===== src/rtl/alu_ctrl_seq.sv =====
// ALU control sequencer: decodes alu_op/funct into a registered control word
// behind a valid/ready handshake, stretching mult/div by MC_CYCLES cycles.
module alu_ctrl_seq #(
  parameter int unsigned CTRL_W    = 5,
  parameter int unsigned MC_CYCLES = 8,
  parameter int unsigned ERR_W     = 8
) (
  input  logic              clk,
  input  logic              rst_n,
  input  logic              in_valid,
  output logic              in_ready,
  input  logic [2:0]        alu_op,
  input  logic [5:0]        funct,
  output logic              out_valid,
  input  logic              out_ready,
  output logic [CTRL_W-1:0] ctrl,
  output logic              illegal,
  output logic              busy,
  output logic [ERR_W-1:0]  err_cnt
);

  localparam int unsigned CNT_W = (MC_CYCLES > 1) ? $clog2(MC_CYCLES) : 1;

  typedef enum logic [1:0] {
    IDLE,
    WAIT,
    OUT
  } state_t;

  state_t             state, state_nxt;
  logic [CNT_W-1:0]   cnt;
  logic [4:0]         dec_code;
  logic               dec_mc;
  logic               dec_ill;
  logic [CTRL_W-1:0]  dec_ctrl;
  logic               ld;

  always_comb begin
    dec_code = '0;
    dec_mc   = 1'b0;
    dec_ill  = 1'b0;
    case (alu_op)
      3'b000: begin
        case (funct)
          6'h20:   dec_code = 5'b00001;
          6'h22:   dec_code = 5'b00010;
          6'h24:   dec_code = 5'b00011;
          6'h25:   dec_code = 5'b00100;
          6'h26:   dec_code = 5'b00101;
          6'h2A:   dec_code = 5'b00110;
          6'h00:   dec_code = 5'b00111;
          6'h02:   dec_code = 5'b01000;
          6'h03:   dec_code = 5'b01001;
          6'h18: begin
            dec_code = 5'b10000;
            dec_mc   = 1'b1;
          end
          6'h1A: begin
            dec_code = 5'b10001;
            dec_mc   = 1'b1;
          end
          default: dec_ill = 1'b1;
        endcase
      end
      3'b001:  dec_code = 5'b00001;
      3'b010:  dec_code = 5'b00010;
      3'b011:  dec_code = 5'b00011;
      3'b100:  dec_code = 5'b00100;
      3'b101:  dec_code = 5'b00101;
      3'b110:  dec_code = 5'b00110;
      default: dec_code = 5'b00111;
    endcase
  end

  always_comb begin
    dec_ctrl      = '0;
    dec_ctrl[4:0] = dec_code;
  end

  always_comb begin
    state_nxt = state;
    ld        = 1'b0;
    in_ready  = 1'b0;
    out_valid = 1'b0;
    busy      = 1'b0;
    case (state)
      IDLE: begin
        in_ready = 1'b1;
        if (in_valid) ld = 1'b1;
      end
      WAIT: begin
        busy = 1'b1;
        if (cnt == '0) state_nxt = OUT;
      end
      OUT: begin
        out_valid = 1'b1;
        in_ready  = out_ready;
        if (out_ready) begin
          if (in_valid) ld = 1'b1;
          else          state_nxt = IDLE;
        end
      end
      default: state_nxt = IDLE;
    endcase
    if (ld) state_nxt = dec_mc ? WAIT : OUT;
  end

  always_ff @(posedge clk or negedge rst_n) begin
    if (!rst_n) begin
      state   <= IDLE;
      cnt     <= '0;
      ctrl    <= '0;
      illegal <= 1'b0;
      err_cnt <= '0;
    end else begin
      state <= state_nxt;
      if (ld) begin
        ctrl    <= dec_ctrl;
        illegal <= dec_ill;
        if (dec_ill && (err_cnt != '1)) err_cnt <= err_cnt + ERR_W'(1);
      end
      // Counter only matters in WAIT; it is reloaded on every multi-cycle accept.
      if (ld && dec_mc)                    cnt <= CNT_W'(MC_CYCLES - 1);
      else if (state == WAIT && cnt != '0) cnt <= cnt - CNT_W'(1);
    end
  end

endmodule


===== config.mk =====
export PLATFORM = sky130hd
export DESIGN_NAME = alu_ctrl_seq
export DESIGN_NICKNAME = d
export VERILOG_FILES = /design/src/rtl/alu_ctrl_seq.sv
export SDC_FILE = /design/constraint.sdc
export NUM_CORES = 1
export LEC_CHECK = 0
export ABC_CLOCK_PERIOD_IN_PS = 2800
export CORE_AREA = 2 2 66 68
export CTS_BUF_LIST = sky130_fd_sc_hd__clkbuf_8
export CTS_CLUSTER_DIAMETER = 150
export DETAILED_ROUTE_END_ITERATION = 10
export DIE_AREA = 0 0 68 70
export GPL_ROUTABILITY_DRIVEN = 0
export SYNTH_ARGS = -nofsm -noshare
export SYNTH_HDL_FRONTEND = slang
export SYNTH_SLANG_ARGS = --single-unit

===== constraint.sdc =====
create_clock -name clk -period 2.8 [get_ports clk]
set_clock_uncertainty 0.1 [all_clocks]
set_input_delay 0.56 -clock clk [delete_from_list [all_inputs] [get_ports clk]]
set_output_delay 0.56 -clock clk [all_outputs]
set_load 0.01 [all_outputs]

; ---- After elaboration in Yosys (flattened, before gate mapping)
; Cells that the tools add are included.
[op_classes]
muxes = 20
n_eq_ne = 23
n_reduce_logical = 13
add_sub_neg = 2
[op_table]
columns = cell, count
row1 = $pmux 5 s11, 1
row2 = $eq 6x6->1 const B, 6
row3 = $pmux 5 s7, 1
row4 = $eq 6x2->1 const B, 2
row5 = $eq 6x5->1 const B, 2
row6 = $reduce_or 11->1, 1
row7 = $mux 2, 5
row8 = $eq 3x3->1 const B, 3
row9 = $ne 3x3->1 const B, 3
row10 = $add 8x1->8 const B, 1
row11 = $mux 1, 8
row12 = $ne 8x8->1 const B, 1
row13 = $eq 3x2->1 const B, 2
row14 = $logic_not 3->1, 2
row15 = $logic_not 6->1, 1
row16 = $mux 3, 2
row17 = $pmux 2 s3, 1
row18 = $pmux 1 s2, 2
row19 = $reduce_and 4->1, 1
row20 = $eq 3x1->1 const B, 1
row21 = $logic_and 1x1->1, 3
row22 = $reduce_bool 3->1, 1
row23 = $sub 3x1->3 const B, 1
row24 = $eq 2x1->1 const B, 1
row25 = other kinds (6), 6
[word_totals]
out_inout_bits = 17
ff_bits = 19
word_cells = 63
inputBits = 13

; ---- Longest topological paths before layout
; Gate-level depths: netlist of the first run.
[logic_depth]
depth_word = 6
mapped_depth = 6

; ---- Worst setup path after synthesis of the first run
; No wires, ideal clock.
[synth_path]
kind = input to register
from = input port funct[5]
to = register err_cnt[1]
required_ps = 2575
t_arrival_ps = 1800
cell_stages = 6
setup_ps = 125
slack_ps = 775
path_buffers = 1
cell_sequence = buf_4 mux2_1 nor4b_2 nor4_4 nand2_4 mux2_4
[synth_between]
elab_chain_cells = 6
word_cells_on_any_way = 16
classes_between = eq/ne: 10 / mux: 2 / reduce/logical: 4
[synth_lines]
columns = element, line
row1 = from (decl), 13  ; input logic [5:0] funct,
row2 = $eq 6x5->1 (tied with other cells), 44  ; case (funct)
row3 = $reduce_or 11->1 (no source line) *, --
row4 = $mux 1 *, 44
row5 = $mux 1 *, 42  ; case (alu_op)
row6 = $logic_and 1x1->1 *, 120  ; if (dec_ill && (err_cnt != '1)) err_cnt <= err_cnt + ERR_W'(1);
row7 = $reduce_and 2->1 (no source line) *, --
row8 = to (signal assigned), 120
row9 = to (decl), 19  ; output logic [ERR_W-1:0] err_cnt
; Mark *: on every way between the ends. The rest lies on a longest branch, timed or not.
; A chain may end at the register's enable or synchronous reset.

; ---- Worst setup path in the final report of the first run
[layout_path]
from = input port out_ready
to = output port in_ready
[layout_between]
elab_chain_cells = 1
[layout_lines]
columns = element, line
row1 = from (decl), 15  ; input logic out_ready,
row2 = $pmux 1 s2, 86  ; case (state)
row3 = to (decl), 11  ; output logic in_ready,
; No other way between the ends.

==> results.json, run 1 <==
{
  "setup_slack_ps": 231,
  "cts-buffers-inserted": 3,
  "final_layout_size_suffix_gt1_frac": 0.154,
  "drtAntennaViolNets": 0,
  "timing.hold.ws_ps": 386,
  "first_pass_iters": 4,
  "run_status": "complete, no violations",
  "area_growth_pct": 34.5,
  "power.density_nw_per_um2": 505,
  "chipHeight_um": 70,
  "final_report_max_slew_violation_count": 0,
  "hold_path_startpoint": "ctrl[1]",
  "cts_sinks": 19,
  "cts.repair.resized": 0,
  "cts_setup_buffers": 0,
  "critPathLaunch": "out_ready",
  "grt_setup_unrepaired": "no",
  "yosys_warnings": 0,
  "worst_skew_pair.late_latency_ps": 260,
  "drv.max_cap_violation_count": 0,
  "cts_root_buffer": "sky130_fd_sc_hd__clkbuf_8",
  "synth_top_flop_cell": "sky130_fd_sc_hd__dfrtp_1",
  "vdd_drop_max_v": 0.000388,
  "io_buffers": 29,
  "final_core_utilization": 0.383,
  "clkSlewWorstSetupHoldPaths_ps": 70,
  "dpl.hpwl_um": 2020,
  "clock.fmax_ghz": 0.389,
  "final-hold-violation-count": 0,
  "io_pins": 30,
  "initial_core_util": 0.284,
  "max-slew-margin-rel": 0.637,
  "min_period_over_period": 0.918,
  "post-synth-top-count-cell": "sky130_fd_sc_hd__dfrtp_1",
  "ys_ff_latch": 19,
  "critPathArrivalTime_ps": 1910,
  "grt_usage": 0.121,
  "cts_hold_buf": 0,
  "dp_worst_setup_slack_ps": 183,
  "crit_path_category": "input port to output port",
  "die_width_um": 68,
  "tns_ps": 0,
  "synth.cells.most_frequent": "sky130_fd_sc_hd__dfrtp_1, sky130_fd_sc_hd__nand2_1, sky130_fd_sc_hd__xnor2_1, sky130_fd_sc_hd__nand3_1, sky130_fd_sc_hd__nor2_1",
  "asyncSetResetFlopFracSynth": 1.00,
  "synth.net_count": 133,
  "layout.nets": 166,
  "grt_first_pass_wirelength_um": 4470,
  "fp.coreArea_um2": 4140,
  "setup.worst_path.start_class": "input port",
  "htree_levels": 1,
  "die_area_um2": 4760,
  "syn_area_um2": 1180,
  "routed-via-count": 971,
  "p_leak_nw": 0.658,
  "clock_tree_from_tritoncts": "done",
  "worst-slew-pin-transition_ps": 540,
  "route.detailed.vias_per_inst": 4.83,
  "ys_seq_area_frac": 0.403,
  "synth_cells": 117,
  "initialDrtViolationCount": 80,
  "post-synth-top-area-cell": "sky130_fd_sc_hd__dfrtp_1",
  "first_global_vias": 968,
  "synth_area_leaders": "sky130_fd_sc_hd__dfrtp_1, sky130_fd_sc_hd__xnor2_1, sky130_fd_sc_hd__nand2_1",
  "finalWorstPathRequiredPeriod_ps": 2570,
  "antenna_cells_inserted": 0,
  "r2r-start": "err_cnt[0]",
  "netlist-cell-type-count": 44,
  "crit_required_ps": 2140,
  "syn_area_per_cell_um2": 10.1,
  "grt_overflow_total": 0,
  "wire_per_inst_um": 13.2,
  "synthDominantCellAreaShare": 0.403,
  "maximum_number_of_pins_on_one_net_before_global_route_repair": 20,
  "synth_edf_count": 0,
  "route.final.wire_length_um": 2650,
  "critPathMaxFanout": 3,
  "max-clock-path-buffers": 2,
  "antenna_found_initial": 0,
  "detail_route.drc_violations": 0,
  "hold_path.class": "flop to flop",
  "critical_path_end_type": "output port",
  "setup_viol": 0,
  "std_cell_rows": 24
}
final timing paths:
kind | to | slack (ps) | depth (start not counted)
min reg2reg | ctrl[1] | 390 | 2
max reg2reg | err_cnt[1] | 830 | 5
min in group asynchronous | state[1] | 520 | 2
max | in_ready | 230 | 4
max in group asynchronous | err_cnt[5] | 1870 | 2
min | ctrl[1] | 390 | 2
cell usage in the layout, fill, tap and decap left out, drive strengths merged, types with 3 or more instances in the layout:
cell type      count
clkbuf             3
xnor2              8
clkdlybuf4s50     29
ha                 3
nand2             14
o21ai              3
dfrtp             19
nand3              6
inv                4
nor4               4
and3               5
nor2               6
nand2b             4
nor2b              3
buf                6
per-stage QoR:
step                      instances  total power, W  cell area [um2]
after CTS                       201        0.000808             1590
after floorplan                 117        0.000490             1180
after detailed placement        197        0.000610             1540
after global placement          197        0.000599             1540
final                           201        0.000800             1590
after global routing            201        0.000854             1590
state kept, by name, indices dropped and copies added (netlist names):
name and count:
cnt 3, ctrl 5, err_cnt 8, illegal 1, state 2
routing by layer:
metal | vias to the layer above | wire (um) | GRT usage
li1 | 478 | - | -
met5 | - | 0 | 0
met4 | 0 | 53 | 0.0533
met1 | 458 | 1230 | 0.165
met2 | 30 | 1200 | 0.189
met3 | 5 | 161 | 0.0177
final cells by class:
cell class | count | area, um2
fillers | 413 | 2560
multi-input cells | 87 | 648
flip-flops and latches | 19 | 475
repair buffers | 35 | 335
well taps | 52 | 65.1
clock buffers | 3 | 41.3
inverters | 4 | 15.0
clock inverters | 1 | 5.00
logic make-up (layout without fill, tap and decap cells):
| kind of cell | count (synthesis) | count (layout) | synth area share |
|---|---|---|---|
| flip-flops | 19 | 19 | 0.403 |
| multiplexers | 3 | 3 | 0.0308 |
| buffers and inverters | 11 | 43 | 0.0467 |
| AND/OR/NAND/NOR | 52 | 52 | 0.278 |
| adder cells (fa/ha/maj) | 3 | 3 | 0.0319 |
| AO/OA/AOI/OAI | 19 | 19 | 0.135 |
| XOR/XNOR | 10 | 10 | 0.0743 |
power by group:
part	internal, W	switching, W
registers	0.000318	0.0000353
logic	0.000140	0.000111
clock network	0.0000991	0.0000969
critical path, cell delays in order:
cell	delay, ps
sky130_fd_sc_hd__clkdlybuf4s50_1	400
sky130_fd_sc_hd__or2b_2	310
sky130_fd_sc_hd__nor2b_1	160
sky130_fd_sc_hd__clkdlybuf4s50_1	480
Power figures use the tool's default switching activity.
==> inputs of run 2 (changes only) <==
- CAP_MARGIN: unset -> 20
- SLEW_MARGIN: unset -> 20
==> results of run 2 <==
Final layout, timing and power as in run 1 (identical DEF).
==> inputs of run 3 (changes only) <==
- GPL_TIMING_DRIVEN: unset -> 0
==> results.json, run 3 (synthesized netlist as in run 1, its figures left out) <==
{
  "largest_register_ff_count": 8,
  "run_status": "complete, no violations",
  "antenna_cells_inserted": 0,
  "layout.nets": 163,
  "critical_path_end_type": "output port",
  "clock.fmax_ghz": 0.393,
  "hold_path.class": "flop to flop",
  "tns_ps": 0,
  "min_period_over_period": 0.909,
  "final_layout_size_suffix_gt1_frac": 0.158,
  "dpl.hpwl_um": 2050,
  "wire_per_inst_um": 13.9,
  "maximum_number_of_pins_on_one_net_before_global_route_repair": 20,
  "r2r_setup_slack_ps": 820,
  "cts-buffers-inserted": 3,
  "initial_core_util": 0.284,
  "clock_tree_from_tritoncts": "done",
  "drtAntennaViolNets": 0,
  "power.density_nw_per_um2": 509,
  "std_cell_rows": 24,
  "htree_levels": 1,
  "initialDrtViolationCount": 39,
  "setup.worst_path.start_class": "input port",
  "first_global_vias": 1023,
  "grt_setup_unrepaired": "no",
  "layout_commonest_cell": "sky130_fd_sc_hd__clkdlybuf4s50_1",
  "final-hold-violation-count": 0,
  "die_area_um2": 4760,
  "cts.repair.resized": 0,
  "min_delay_path_depth": 2,
  "cts_hold_buf": 0,
  "cts_root_buffer": "sky130_fd_sc_hd__clkbuf_8",
  "hold_path_startpoint": "ctrl[3]",
  "drv.max_cap_violation_count": 0,
  "multi_input_combinational_cell_area_um2": 648,
  "reg2reg_depth": 5,
  "setup_viol": 0,
  "worst_skew_pair.late_latency_ps": 250,
  "cts_sinks": 19,
  "antenna_found_initial": 0,
  "max-slew-margin-rel": 0.411,
  "first_pass_iters": 4,
  "highest_count_cells_in_the_layout_ignoring_fill_and_taps": "sky130_fd_sc_hd__clkdlybuf4s50_1, sky130_fd_sc_hd__dfrtp_1, sky130_fd_sc_hd__nand2_1, sky130_fd_sc_hd__xnor2_1",
  "route.detailed.vias_per_inst": 4.87,
  "fillerInstances": 428,
  "finalWorstPathRequiredPeriod_ps": 2540,
  "final_report_max_slew_violation_count": 0,
  "worst-slew-pin-transition_ps": 881,
  "top_register": "err_cnt",
  "max-clock-path-buffers": 2,
  "layout_top_registers": "err_cnt (8), ctrl (5), cnt (3)",
  "routed-via-count": 965,
  "route.final.wire_length_um": 2760,
  "holdPathEnd": "ctrl[3]",
  "chipHeight_um": 70,
  "ff_latch_area_um2": 475,
  "vdd_drop_max_v": 0.000354,
  "final_core_utilization": 0.371,
  "grt_overflow_total": 0,
  "critPathMaxFanout": 3,
  "io_buffers": 25,
  "grt_first_pass_wirelength_um": 4780,
  "p_leak_nw": 0.644,
  "crit_path_category": "input port to output port",
  "fp.coreArea_um2": 4140,
  "r2r-end": "err_cnt[1]",
  "io_pins": 30,
  "cts_setup_buffers": 0,
  "die_width_um": 68,
  "crit_required_ps": 2140,
  "r2r-start": "err_cnt[0]",
  "area_growth_pct": 30.6,
  "clkSlewWorstSetupHoldPaths_ps": 70,
  "critPathArrivalTime_ps": 1880,
  "grt_usage": 0.128,
  "detail_route.drc_violations": 0
}
run 3: worst max path at each step:
| stage | to | depth (start not counted) | slack [ps] | from |
|---|---|---|---|---|
| 6_report | in_ready | 4 | 260 | out_ready |
| 3_3_place_gp | in_ready | 4 | 250 | out_ready |
| 2_1_floorplan | err_cnt[1] | 6 | 780 | funct[5] |
| 5_1_grt | in_ready | 4 | 210 | out_ready |
| 3_5_place_dp | err_cnt[1] | 6 | 220 | funct[2] |
| 4_1_cts | in_ready | 4 | 250 | out_ready |
run 3: per-layer routing:
metal  vias up  share of wire  global-route usage
li1        474              -                   -
met3         2          0.041              0.0113
met2        23           0.48               0.203
met4         0         0.0076              0.0467
met5         -              0                   0
met1       466           0.48               0.180
run 3: cell type report:
type	count	area share
multi-input combinational	87	0.421
sequential	19	0.309
timing repair buffer	25	0.163
tap	52	0.0423
clock buffer	3	0.0268
buffer	7	0.0260
inverter	4	0.00976
clock inverter	1	0.00244
run 3: worst max-delay path, stage by stage:
cell and delay (ps):
sky130_fd_sc_hd__clkdlybuf4s50_1 390, sky130_fd_sc_hd__or2b_2 310, sky130_fd_sc_hd__nor2b_1 150, sky130_fd_sc_hd__clkdlybuf4s50_1 480
run 3: report_power, final:
group          internal [W]  switching [W]
clock             0.0000975      0.0000909
sequential         0.000318      0.0000327
combinational      0.000133       0.000112
run 3: per-stage QoR:
step | cell area [um2] | hold slack (ps) | instances | setup slack, ps | total power, W
CTS | 1540 | 391 | 198 | 246 | 0.000795
global route | 1540 | 411 | 198 | 214 | 0.000841
global placement | 1490 | 381 | 194 | 246 | 0.000592
detailed placement | 1490 | 376 | 194 | 216 | 0.000603
floorplan | 1180 | 164 | 117 | 775 | 0.000490
finish | 1540 | 384 | 198 | 256 | 0.000784
